==> config.mk <==
export PLATFORM = sky130hd
export DESIGN_NAME = tour_cmd_sequencer
export DESIGN_NICKNAME = d
export VERILOG_FILES = /design/src/rtl/tour_cmd_sequencer.sv
export SDC_FILE = /design/constraint.sdc
export NUM_CORES = 1
export LEC_CHECK = 0
export ABC_AREA = 1
export BUFFER_PORTS_ARGS = -buffer_cell sky130_fd_sc_hd__buf_2
export CAP_MARGIN = 20
export CORE_MARGIN = 2
export CORE_UTILIZATION = 50
export DETAILED_ROUTE_END_ITERATION = 10
export MAX_ROUTING_LAYER = met4
export PLACE_DENSITY = 0.84
export SYNTH_ARGS = -nofsm -noshare
export SYNTH_HDL_FRONTEND = slang
export SYNTH_SLANG_ARGS = --single-unit
==> constraint.sdc <==
create_clock -name clk -period 1.9 [get_ports clk]
set_input_delay 0.095 -clock clk [delete_from_list [all_inputs] [get_ports clk]]
set_output_delay 0.095 -clock clk [all_outputs]
set_load 0.02 [all_outputs]
==> src/rtl/tour_cmd_sequencer.sv <==
// Plays a solved knight's tour back as motion commands (vertical leg, then horizontal leg)
// and hands the command channel to the UART whenever no tour is running.
module tour_cmd_sequencer #(
    parameter int NUM_MOVES = 24,
    parameter int IDX_W     = 5
) (
    input  logic             clk,
    input  logic             rst_n,
    input  logic             start_tour,
    input  logic [7:0]       move,
    output logic [IDX_W-1:0] mv_indx,
    input  logic [15:0]      cmd_UART,
    input  logic             cmd_rdy_UART,
    output logic             clr_cmd_rdy_UART,
    output logic [15:0]      cmd,
    output logic             cmd_rdy,
    input  logic             clr_cmd_rdy,
    input  logic             send_resp,
    output logic [7:0]       resp,
    output logic             tour_busy,
    output logic             tour_err
);

    typedef enum logic [2:0] {
        IDLE,
        LEG1,
        WAIT1_CLR,
        WAIT1_RESP,
        LEG2,
        WAIT2_CLR,
        WAIT2_RESP
    } state_t;

    localparam logic [3:0] OP_MOVE    = 4'h2;
    localparam logic [3:0] OP_FANFARE = 4'h3;
    localparam logic [7:0] HEAD_N     = 8'h00;
    localparam logic [7:0] HEAD_W     = 8'h3F;
    localparam logic [7:0] HEAD_S     = 8'h7F;
    localparam logic [7:0] HEAD_E     = 8'hBF;

    state_t      state;
    logic [15:0] tour_cmd;
    logic [15:0] leg2_cmd;
    logic        tour_cmd_rdy;

    logic        move_valid;
    logic        dx_neg, dy_neg;
    logic [3:0]  dx_mag, dy_mag;
    logic [15:0] leg1_dec, leg2_dec;
    logic        last_move;

    assign last_move  = (mv_indx == IDX_W'(NUM_MOVES - 1));
    assign move_valid = (move != 8'h00) && ((move & (move - 8'd1)) == 8'h00);

    // Knight move bit -> signed (dx,dy) split into sign and magnitude.
    always_comb begin
        dx_neg = 1'b0;
        dy_neg = 1'b0;
        dx_mag = 4'd0;
        dy_mag = 4'd0;
        case (move)
            8'h01: begin dx_mag = 4'd1; dy_mag = 4'd2; end
            8'h02: begin dx_neg = 1'b1; dx_mag = 4'd1; dy_mag = 4'd2; end
            8'h04: begin dx_neg = 1'b1; dx_mag = 4'd2; dy_mag = 4'd1; end
            8'h08: begin dx_neg = 1'b1; dx_mag = 4'd2; dy_neg = 1'b1; dy_mag = 4'd1; end
            8'h10: begin dx_neg = 1'b1; dx_mag = 4'd1; dy_neg = 1'b1; dy_mag = 4'd2; end
            8'h20: begin dx_mag = 4'd1; dy_neg = 1'b1; dy_mag = 4'd2; end
            8'h40: begin dx_mag = 4'd2; dy_neg = 1'b1; dy_mag = 4'd1; end
            8'h80: begin dx_mag = 4'd2; dy_mag = 4'd1; end
            default: ;
        endcase
        leg1_dec = {OP_MOVE,    dy_neg ? HEAD_S : HEAD_N, dy_mag};
        leg2_dec = {OP_FANFARE, dx_neg ? HEAD_W : HEAD_E, dx_mag};
    end

    // Leg 2 is captured together with leg 1 so it cannot change if the solver output glitches.
    always_ff @(posedge clk or negedge rst_n) begin
        if (!rst_n) begin
            state        <= IDLE;
            mv_indx      <= '0;
            tour_cmd     <= 16'h0000;
            leg2_cmd     <= 16'h0000;
            tour_cmd_rdy <= 1'b0;
            tour_busy    <= 1'b0;
            tour_err     <= 1'b0;
        end else begin
            case (state)
                IDLE: begin
                    if (start_tour) begin
                        mv_indx   <= '0;
                        tour_busy <= 1'b1;
                        tour_err  <= 1'b0;
                        state     <= LEG1;
                    end
                end
                LEG1: begin
                    if (!move_valid) begin
                        tour_err  <= 1'b1;
                        tour_busy <= 1'b0;
                        state     <= IDLE;
                    end else begin
                        tour_cmd     <= leg1_dec;
                        leg2_cmd     <= leg2_dec;
                        tour_cmd_rdy <= 1'b1;
                        state        <= WAIT1_CLR;
                    end
                end
                WAIT1_CLR: begin
                    if (clr_cmd_rdy) begin
                        tour_cmd_rdy <= 1'b0;
                        state        <= WAIT1_RESP;
                    end
                end
                WAIT1_RESP: begin
                    if (send_resp) state <= LEG2;
                end
                LEG2: begin
                    tour_cmd     <= leg2_cmd;
                    tour_cmd_rdy <= 1'b1;
                    state        <= WAIT2_CLR;
                end
                WAIT2_CLR: begin
                    if (clr_cmd_rdy) begin
                        tour_cmd_rdy <= 1'b0;
                        state        <= WAIT2_RESP;
                    end
                end
                WAIT2_RESP: begin
                    if (send_resp) begin
                        if (last_move) begin
                            tour_busy <= 1'b0;
                            state     <= IDLE;
                        end else begin
                            mv_indx <= mv_indx + 1'b1;
                            state   <= LEG1;
                        end
                    end
                end
                default: state <= IDLE;
            endcase
        end
    end

    // The UART owns the channel only while idle, with zero-latency pass-through.
    assign cmd              = (state == IDLE) ? cmd_UART     : tour_cmd;
    assign cmd_rdy          = (state == IDLE) ? cmd_rdy_UART : tour_cmd_rdy;
    assign clr_cmd_rdy_UART = (state == IDLE) ? clr_cmd_rdy  : 1'b0;
    assign resp             = ((state == IDLE) || ((state == WAIT2_RESP) && last_move)) ? 8'h5A : 8'hA5;

endmodule

Yosys cells after proc, flatten, opt, wreduce, memory -nomap -nowiden. Cells that the tools add are included.

Bits in registers: 40. Input port bits: 30. Output and inout bits: 33. Word-level logic and storage cells: 93.

Add/subtract/negate cells: 2. Eq/ne operators: 25. Multiplexer cells: 35. Bitwise operators: 1. Reductions and logical operators: 23.

Operators by type and width (number): $mux W16 (2); $pmux W16 S2 (1); $pmux W3 S7 (1); $ne A2 B2 Y1 const B (9); $mux W8 (2); $reduce_or A4 Y1 (4); $mux W3 (5); $mux W5 (3); $mux W1 (13); $pmux W5 S2 (1); $reduce_and A5 Y1 (2); $eq A3 B3 Y1 const B (3); $and A8 B8 Y8 (1); $eq A8 B1 Y1 const B (1); $eq A8 B2 Y1 const B (1); $eq A8 B3 Y1 const B (1); $eq A8 B4 Y1 const B (1); $eq A8 B5 Y1 const B (1); $eq A8 B6 Y1 const B (1); $eq A8 B7 Y1 const B (1); $eq A8 B8 Y1 const B (1); $logic_not A8 Y1 (1); $pmux W2 S2 (2); $reduce_bool A8 Y1 (1); other kinds (19) (27).

Longest topological paths before layout. Gate-level depths: netlist of run 1.

Word-level depth: 6. Depth in mapped cells: 11. Mapped depth without buffers: 11.

Worst setup path after synthesis of run 1. OpenSTA, ideal clock, no wires.

Path kind: register -> output. Start point: register mv_indx[0]. End point: output resp[3]. Arrival: 1.974 ns. Slack: -0.169 ns. Cell stages (with the launch flop): 9. Cells stage by stage: dfrtp_1 -> ha_1 -> nand2_1 -> inv_1 -> nand2_1 -> inv_1 -> a21oi_1 -> inv_1 -> buf_4.

Word-level cells in the longest chain between the ends: 4.

RTL lines: start: declaration (RTL line 11) `output logic [IDX_W-1:0] mv_indx,`; start signal: assignment (RTL line 134) `mv_indx <= mv_indx + 1'b1;`; $eq A5 B5 Y1 (RTL line 52) `assign last_move = (mv_indx == IDX_W'(NUM_MOVES - 1));`; $logic_and A1 B1 Y1 (RTL line 148) `assign resp = ((state == IDLE) || ((state == WAIT2_RESP) && last_move)) ? 8'h5A : 8'hA5;`; $logic_or A1 B1 Y1 (RTL line 148); $mux W8 (RTL line 148); end: declaration (RTL line 19) `output logic [7:0] resp,`.

No other way between the ends.

Worst setup path in the final report of run 1. Same ends and word-level chain as after synthesis.

==> results.py, run 1 <==
metrics = {
    "synth": {
        "synthFlopType": "dfrtp_1",
        "ys_warn_count": 0,
        "synth.most_common_cell": "nand2_1",
        "synth_area_leaders": "dfrtp_1 (32%), nand2_1 (25%), inv_1 (6.4%)",
        "synth_area_um2": 1710,
        "synth-seq-cells": 22,
        "synth_cell_types": 30,
        "synth_edf_count": 0,
        "synth_commonest_cells": "nand2_1 (113), inv_1 (29), nor2_1 (29)",
        "yosysTopAreaCell": "dfrtp_1",
        "syn_inst": 272,
        "synth_seq_area_share_pct": 32.1,
        "synth.avg_cell_area_um2": 6.30,
        "synth-async-reset-ratio_pct": 100,
        "syn_nets": 303,
        "synth_top_area_share_pct": 32.1,
    },
    "drt": {
        "drtIter0Drc": 60,
        "drtPass1Iterations": 4,
        "via_count": 1820,
        "drt_drc_violations_left": 0,
        "final_antenna_net_count": 0,
        "wl_um": 3870,
        "via_per_inst": 4.81,
        "wl_per_cell_um": 10.2,
    },
    "timing": {
        "final_hold_viol_count": 0,
        "worst_pin_slew_ns": 0.509,
        "finalClockSkew_ns": 0.00181,
        "fin_crit_ns": 1.78,
        "drv_slew": 0,
        "setup_violations": 0,
        "clock.fmax_mhz": 561,
        "finalSetupTns_ns": 0,
        "max_slew_margin_pct": 66.1,
        "fin_crit_sh_pct": 93.8,
        "whs_ns": 0.187,
    },
    "critical_path": {
        "crit_required_ns": 1.80,
        "worstSetupPathType": "register to primary output",
        "path_max_fanout": 5,
        "cp_slowest_stage_delay_ns": 0.44,
        "worstSetupEndpointType": "primary output",
        "cpMaxStageDelayCell": "dfrtp_1",
        "start_kind": "register",
        "critical_path_arrival_ns": 1.69,
        "crit_top_cell": "inv_2",
        "crit_chain": "ha_1 > nand2_1 > inv_1 > nand2_2 > inv_2 > a21oi_4 > inv_2 > buf_2",
    },
    "status": {
        "status": "completed",
    },
    "layout": {
        "final_area_um2": 2100,
        "n_fill_cell": 328,
        "n_antenna_cell": 0,
        "layout-drive-gt1-share_pct": 31.6,
        "nets": 364,
        "syn2layout_area_growth_pct": 22.7,
        "multi_input_area_um2": 977,
        "seqCellArea_um2": 551,
        "layout.cells.non_filler": 378,
    },
    "cts": {
        "clockBufferDepth": 2,
        "htreeDepth": 1,
        "root_buffer": "clkbuf_4",
        "clk_pin_slew_ns": 0.13,
        "clk-insertion-delay-late_ns": 0.31,
        "cts.sinks": 22,
        "cts_tree": "built",
        "cts_inserted_buffers": 3,
    },
    "pwr": {
        "powerDensity_nw_per_um2": 1370,
        "cellLeakagePower_nw": 1.28,
        "combPwrFrac_pct": 65.7,
        "peakVddDrop_mv": 0.892,
        "pwr-share-clk_pct": 9.2,
        "seq_power_share_pct": 25.1,
        "swShare_pct": 53.2,
        "internal_power_mw": 1.35,
        "power_mw": 2.88,
        "p_sw_mw": 1.53,
    },
    "floorplanning": {
        "coreArea_um2": 3310,
        "rows": 21,
        "io_pins": 63,
        "die_x_um": 62.6,
        "start_util_pct": 51.8,
        "dieArea_um2": 3910,
        "die-height_um": 62.6,
    },
    "run": {
        "cap_violations": 0,
    },
    "grt": {
        "grt_pass1_vias": 1682,
        "grt_max_degree": 23,
        "antenna_found_initial": 0,
        "grt_util_all_layers_pct": 21.2,
        "overflow": 0,
        "grt_pass1_wl_um": 6740,
    },
    "placement": {
        "gp_congestion": 0.893,
        "place_area_um2": 2030,
        "numPortBuffers": 62,
        "hpwl_um": 3020,
        "numPlacedInstances": 372,
    },
    "min_path": {
        "min_path_type": "input pin to register",
    },
}
final cells by class:
cell class	instances	area share, %
clock buffers	4	1.73
inverters	35	6.42
multi-input cells	205	46.5
flip-flops and latches	22	26.2
well taps	46	2.74
repair buffers	66	16.5
per-layer routing:
layer	global-route usage, %	share of wire (%)	routed length, um
met5	-	0	0
met4	7.22	1.6	61
met2	36.4	46	1770
met3	3.96	7.5	290
met1	24.8	45	1750
registers in the layout, summed over array words and instances, names as in the netlist:
| name | cells |
|---|---|
| tour_cmd_rdy | 1 |
| leg2_cmd | 4 |
| state | 3 |
| tour_cmd | 7 |
| tour_busy | 1 |
| tour_err | 1 |
| mv_indx | 5 |
layout by cell type (no fill, tap or decap), drive strengths merged:
cell type    synthesis  routed
dlygate4sd3          0       1
o21ai               12      12
or2                  2       2
dfrtp               22      22
ha                   1       1
nor3                 1       1
clkbuf               1       4
xor2                 1       1
inv                 34      34
nand4                2       2
a31oi                1       1
a21oi                5       5
nand2              120     120
nand3               21      21
o21a                 1       1
o31ai                1       1
nor2                37      37
buf                  9      65
clkinv               1       1
power by group through the flow:
stage | logic, mW | registers (mW) | clock network [mW]
3_5_place_dp | 1.84 | 0.731 | 0
3_3_place_gp | 1.80 | 0.723 | 0
5_1_grt | 2.10 | 0.740 | 0.288
2_1_floorplan | 1.37 | 0.759 | 0
6_report | 1.89 | 0.721 | 0.265
4_1_cts | 1.85 | 0.719 | 0.270
metrics by stage:
stage / util [%] / worst slack (ns)
after floorplan: - / 0.0717
after global placement: 61.3 / 0.401
after detailed placement: 61.3 / 0.313
after CTS: 62.7 / 0.0418
after global routing: 63.5 / -0.00126
final: 63.5 / 0.117
critical path, delay by kind of cell, from the launching register on:
kind | cells | cell delay [ns]
adder cells (fa/ha/maj) | 1 | 0.22
flip-flops | 1 | 0.44
AO/OA/AOI/OAI | 1 | 0.19
buffers and inverters | 4 | 0.36
AND/OR/NAND/NOR | 2 | 0.18
repair_timing:
action	4_1_cts	5_1_grt
setup endpoints to repair	0	14
hold endpoints to repair	22	0
buffers inserted	0	1
hold buffers	1	0
gates resized for setup	0	8
worst paths after layout:
check | startpoint | endpoint | slack (ns) | depth (start not counted)
worst max-delay path | mv_indx[0] | resp[3] | 0.12 | 8
worst min-delay path | move[1] | leg2_cmd[11] | 0.19 | 4
worst max register to register | state[0] | state[2] | 0.26 | 7
worst min register to register | tour_cmd_rdy | tour_cmd_rdy | 0.49 | 2
max in group asynchronous | rst_n | mv_indx[4] | 1.25 | 2
min in group asynchronous | rst_n | tour_cmd[9] | 0.32 | 2
logic make-up after synthesis:
logic type | synth area share [%]
fa+ha+maj | 0.730
compound gates | 6.86
xor+xnor | 0.511
flops | 32.1
buf+inv | 11.8
simple gates | 48.0
No activity file was read; power rests on OpenSTA's default activity.
==> run 2, diff against run 1 <==
Settings changed: PLACE_DENSITY 0.84 to 0.92.
==> results.py, run 2 (same netlist as run 1, synthesis figures left out) <==
metrics = {
    "layout": {
        "largestRegisters": "tour_cmd: 7 flops, mv_indx: 5 flops, leg2_cmd: 4 flops",
        "multi_input_area_um2": 977,
        "max_flop_register": "tour_cmd",
        "nets": 365,
        "final_common_cell": "nand2_1",
        "n_antenna_cell": 0,
        "syn2layout_area_growth_pct": 22.3,
        "largest_reg_flops": 7,
        "layout.cells.non_filler": 378,
        "layout-drive-gt1-share_pct": 31.3,
        "seqCellArea_um2": 551,
        "final_cell_mix": "nand2_1 (112), buf_2 (62), nor2_1 (29)",
        "n_fill_cell": 291,
        "final_area_um2": 2100,
    },
    "floorplanning": {
        "coreArea_um2": 3310,
        "die-height_um": 62.6,
        "die_x_um": 62.6,
        "start_util_pct": 51.8,
        "io_pins": 63,
        "dieArea_um2": 3910,
        "rows": 21,
    },
    "pwr": {
        "swShare_pct": 53.4,
        "p_sw_mw": 1.52,
        "pwr-share-clk_pct": 7.3,
        "powerDensity_nw_per_um2": 1350,
        "peakVddDrop_mv": 1.03,
        "cellLeakagePower_nw": 1.27,
        "combPwrFrac_pct": 67.4,
        "internal_power_mw": 1.32,
        "seq_power_share_pct": 25.4,
    },
    "critical_path": {
        "worstSetupEndpointType": "primary output",
        "cpMaxStageDelayCell": "dfrtp_1",
        "critical_path_arrival_ns": 1.69,
        "crit_required_ns": 1.80,
        "crit_chain": "ha_2 > nand2_1 > inv_1 > nand2_1 > inv_1 > a21oi_4 > inv_2 > buf_2",
        "worstSetupPathType": "register to primary output",
        "start_kind": "register",
        "cp_slowest_stage_delay_ns": 0.44,
        "path_max_fanout": 5,
    },
    "timing": {
        "finalClockSkew_ns": 0.00197,
        "finalSetupTns_ns": 0,
        "whs_ns": 0.195,
        "clock.fmax_mhz": 560,
        "drv_slew": 0,
        "fin_crit_sh_pct": 94.0,
        "fin_crit_ns": 1.79,
        "final_hold_viol_count": 0,
        "max_slew_margin_pct": 67.0,
        "setup_violations": 0,
        "worst_pin_slew_ns": 0.495,
    },
    "grt": {
        "grt_pass1_vias": 1575,
        "grt_util_all_layers_pct": 20.5,
        "antenna_found_initial": 0,
        "grt_pass1_wl_um": 6490,
        "overflow": 0,
        "grt_max_degree": 23,
    },
    "drt": {
        "via_count": 1791,
        "wl_um": 3820,
        "drtIter0Drc": 53,
        "drtPass1Iterations": 4,
        "final_antenna_net_count": 0,
        "wl_per_cell_um": 10.1,
        "via_per_inst": 4.74,
        "drt_drc_violations_left": 0,
    },
    "cts": {
        "cts_inserted_buffers": 3,
        "root_buffer": "clkbuf_4",
        "clk_pin_slew_ns": 0.11,
        "htreeDepth": 1,
        "clk-insertion-delay-late_ns": 0.30,
        "cts_tree": "built",
        "cts.sinks": 22,
        "clockBufferDepth": 2,
    },
    "status": {
        "status": "completed",
    },
    "placement": {
        "hpwl_um": 2940,
        "numPortBuffers": 62,
        "place_area_um2": 2030,
        "numPlacedInstances": 372,
        "gp_congestion": 0.842,
    },
    "run": {
        "cap_violations": 0,
    },
    "min_path": {
        "min_path_type": "input pin to register",
    },
}
==> run 2: final cells by class <==
| type | instances | share of cell area (%) |
|---|---|---|
| sequential | 22 | 26.3 |
| multi-input combinational | 205 | 46.6 |
| inverter | 35 | 6.44 |
| clock buffer | 3 | 1.07 |
| tap | 46 | 2.74 |
| timing repair buffer | 67 | 16.9 |
==> run 2: through the flow <==
step	worst slack [ns]	total power [mW]	util, %
global placement	0.401	2.52	61.3
detailed placement	0.336	2.56	61.3
CTS	0.0563	2.77	62.3
finish	0.113	2.84	63.3
global route	-0.0125	3.10	63.3
floorplan	0.0717	2.13	-
==> run 2: metal layers <==
| layer | global-route usage [%] | wire length, um | vias to the layer above |
|---|---|---|---|
| met5 | - | 0 | - |
| met4 | 5.56 | 48 | 0 |
| met3 | 5.41 | 254 | 6 |
| met2 | 32.9 | 1720 | 56 |
| met1 | 25.8 | 1790 | 783 |
| li1 | - | - | 946 |
==> run 2: repair_timing <==
| action | CTS | global route |
|---|---|---|
| setup buffers | 0 | 2 |
| endpoints found under the setup margin | 0 | 15 |
| resized for setup | 0 | 7 |
| hold buffers | 1 | 0 |
| endpoints found under the hold margin | 22 | 0 |
==> run 2: critical path, delay by kind of cell (launching register included) <==
family | cells | cell delay, ns
flip-flops | 1 | 0.44
AO/OA/AOI/OAI | 1 | 0.19
buffers and inverters | 4 | 0.38
AND/OR/NAND/NOR | 2 | 0.17
adder cells (fa/ha/maj) | 1 | 0.21
==> run 2: power by group through the flow <==
stage	registers, mW	clock network, mW	logic [mW]
floorplan	0.759	0	1.37
global placement	0.721	0	1.80
detailed placement	0.727	0	1.83
CTS	0.717	0.212	1.84
global route	0.738	0.233	2.13
finish	0.720	0.207	1.91
==> run 2: path summary, 6_finish.rpt <==
check / from / end / slack, ns / cells past startpoint
min reg2reg: tour_cmd_rdy / tour_cmd_rdy / 0.48 / 2
max in group asynchronous: rst_n / leg2_cmd[1] / 1.26 / 2
max reg2reg: state[2] / state[0] / 0.31 / 10
min: move[1] / leg2_cmd[11] / 0.20 / 4
min in group asynchronous: rst_n / tour_cmd[9] / 0.30 / 2
max: mv_indx[0] / resp[1] / 0.11 / 8
==> run 3, diff against run 2 <==
Settings changed: CORE_UTILIZATION 50 to 53, PLACE_DENSITY 0.92 to 0.95.
Clock period 1.9 ns to 2.2 ns, I/O delays scaled along.
==> results.py, run 3 (same netlist as run 1, synthesis figures left out) <==
metrics = {
    "cts": {
        "cts_inserted_buffers": 3,
        "clk_pin_slew_ns": 0.11,
        "cts.sinks": 22,
        "clockBufferDepth": 2,
        "htreeDepth": 1,
        "ctsResizeCount": 0,
        "clk-insertion-delay-late_ns": 0.31,
        "root_buffer": "clkbuf_4",
        "cts_tree": "built",
        "postCtsSetupBuffers": 0,
    },
    "critical_path": {
        "worstSetupPathType": "register to primary output",
        "start_kind": "register",
        "crit_required_ns": 2.09,
        "rr_worst_depth": 10,
        "critical_path_arrival_ns": 1.81,
        "worstSetupEndpointType": "primary output",
        "path_max_fanout": 5,
    },
    "floorplanning": {
        "coreArea_um2": 3050,
        "rows": 20,
        "dieArea_um2": 3710,
        "io_pins": 63,
        "start_util_pct": 56.1,
        "die-height_um": 60.9,
        "die_x_um": 60.9,
    },
    "layout": {
        "final_cell_mix": "nand2_1 (113), buf_2 (62), inv_1 (29), nor2_1 (29), dfrtp_1 (22)",
        "largest_reg_flops": 7,
        "n_fill_cell": 276,
        "layout-drive-gt1-share_pct": 29.7,
        "fin_util_pct": 67.4,
        "nets": 363,
        "syn2layout_area_growth_pct": 20.0,
        "largestRegisters": "tour_cmd: 7 flops, mv_indx: 5 flops, leg2_cmd: 4 flops",
        "final_area_um2": 2060,
        "final_common_cell": "nand2_1",
        "max_flop_register": "tour_cmd",
        "n_antenna_cell": 0,
    },
    "timing": {
        "drv_slew": 0,
        "setup_violations": 0,
        "fin_crit_sh_pct": 87.2,
        "worst_pin_slew_ns": 0.504,
        "finalSetupTns_ns": 0,
        "final_hold_viol_count": 0,
        "clock.fmax_mhz": 521,
        "fin_crit_ns": 1.92,
        "finalClockSkew_ns": 0.00485,
        "max_slew_margin_pct": 66.4,
        "rsz0062_at_grt": "no",
        "fin_ws_ns": 0.281,
    },
    "drt": {
        "drt_drc_violations_left": 0,
        "wl_per_cell_um": 10.2,
        "wl_met1_um": 1670,
        "drtIter0Drc": 49,
        "final_antenna_net_count": 0,
        "route.met2.wl_um": 1840,
        "met3WireLength_um": 254,
        "via_per_inst": 4.82,
        "via_count": 1804,
        "top_layer_used": "met4",
        "drtPass1Iterations": 4,
        "wl_um": 3830,
    },
    "pwr": {
        "peakVddDrop_mv": 0.619,
        "power_mw": 2.40,
        "swShare_pct": 54.2,
        "cellLeakagePower_nw": 1.26,
        "combPwrFrac_pct": 66.3,
        "powerDensity_nw_per_um2": 1170,
        "seq_power_share_pct": 26.2,
        "p_sw_mw": 1.30,
        "pwr-share-clk_pct": 7.5,
        "internal_power_mw": 1.10,
    },
    "min_path": {
        "hold_path_depth": 6,
        "min_path_type": "input pin to register",
    },
    "status": {
        "status": "completed",
    },
    "grt": {
        "antenna_found_initial": 0,
        "grt_max_degree": 23,
        "grt_pass1_vias": 1526,
        "grt_util_all_layers_pct": 22.2,
        "overflow": 0,
        "grt_pass1_wl_um": 6040,
    },
    "run": {
        "cap_violations": 0,
    },
    "placement": {
        "place_area_um2": 2020,
        "hpwl_um": 3150,
        "numPortBuffers": 62,
        "place_ws_ns": 0.629,
        "gp_congestion": 0.952,
    },
}
==> run 3: metrics by stage <==
step	hold slack [ns]	instances
final	0.211	374
after global routing	0.249	374
after detailed placement	0.105	370
after floorplan	-0.186	272
after global placement	0.101	370
after CTS	0.204	374
==> run 3: cell type report <==
type | instances | area [um^2] | area share [%]
repair buffers | 65 | 335 | 16.3
inverters | 35 | 133 | 6.45
well taps | 44 | 55.1 | 2.68
multi-input cells | 205 | 961 | 46.7
clock buffers | 3 | 22.5 | 1.09
flip-flops and latches | 22 | 551 | 26.8
==> run 3: repair_timing <==
action | in CTS | in global routing
setup endpoints to repair | 0 | 0
hold buffers | 1 | 0
endpoints found under the hold margin | 22 | 0
==> run 3: power by group through the flow <==
stage | clock network (mW) | registers, mW | logic [mW]
floorplan | 0 | 0.656 | 1.18
global placement | 0 | 0.625 | 1.55
detailed placement | 0 | 0.635 | 1.59
CTS | 0.183 | 0.626 | 1.60
global route | 0.202 | 0.642 | 1.77
finish | 0.180 | 0.627 | 1.59
==> run 3: final timing paths <==
kind,from,slack (ns),end
max in group asynchronous,rst_n,1.57,mv_indx[4]
min,move[6],0.21,tour_cmd[10]
min reg2reg,leg2_cmd[11],0.49,tour_cmd[11]
max,mv_indx[0],0.28,resp[1]
max reg2reg,state[0],0.62,tour_cmd_rdy
min in group asynchronous,rst_n,0.29,state[0]
==> run 3: critical path, cell delays in order (launching register included) <==
cell	delay (ns)
dfrtp_1	0.43
ha_1	0.23
nand2_1	0.09
inv_1	0.06
nand2_1	0.08
inv_1	0.05
a21oi_1	0.24
inv_1	0.13
buf_2	0.19
==> run 3: layer usage <==
| metal | up-vias | GRT usage (%) |
|---|---|---|
| met5 | - | - |
| met4 | 0 | 6.83 |
| met3 | 6 | 4.26 |
| met2 | 62 | 39.0 |
| met1 | 789 | 25.5 |
| li1 | 947 | - |
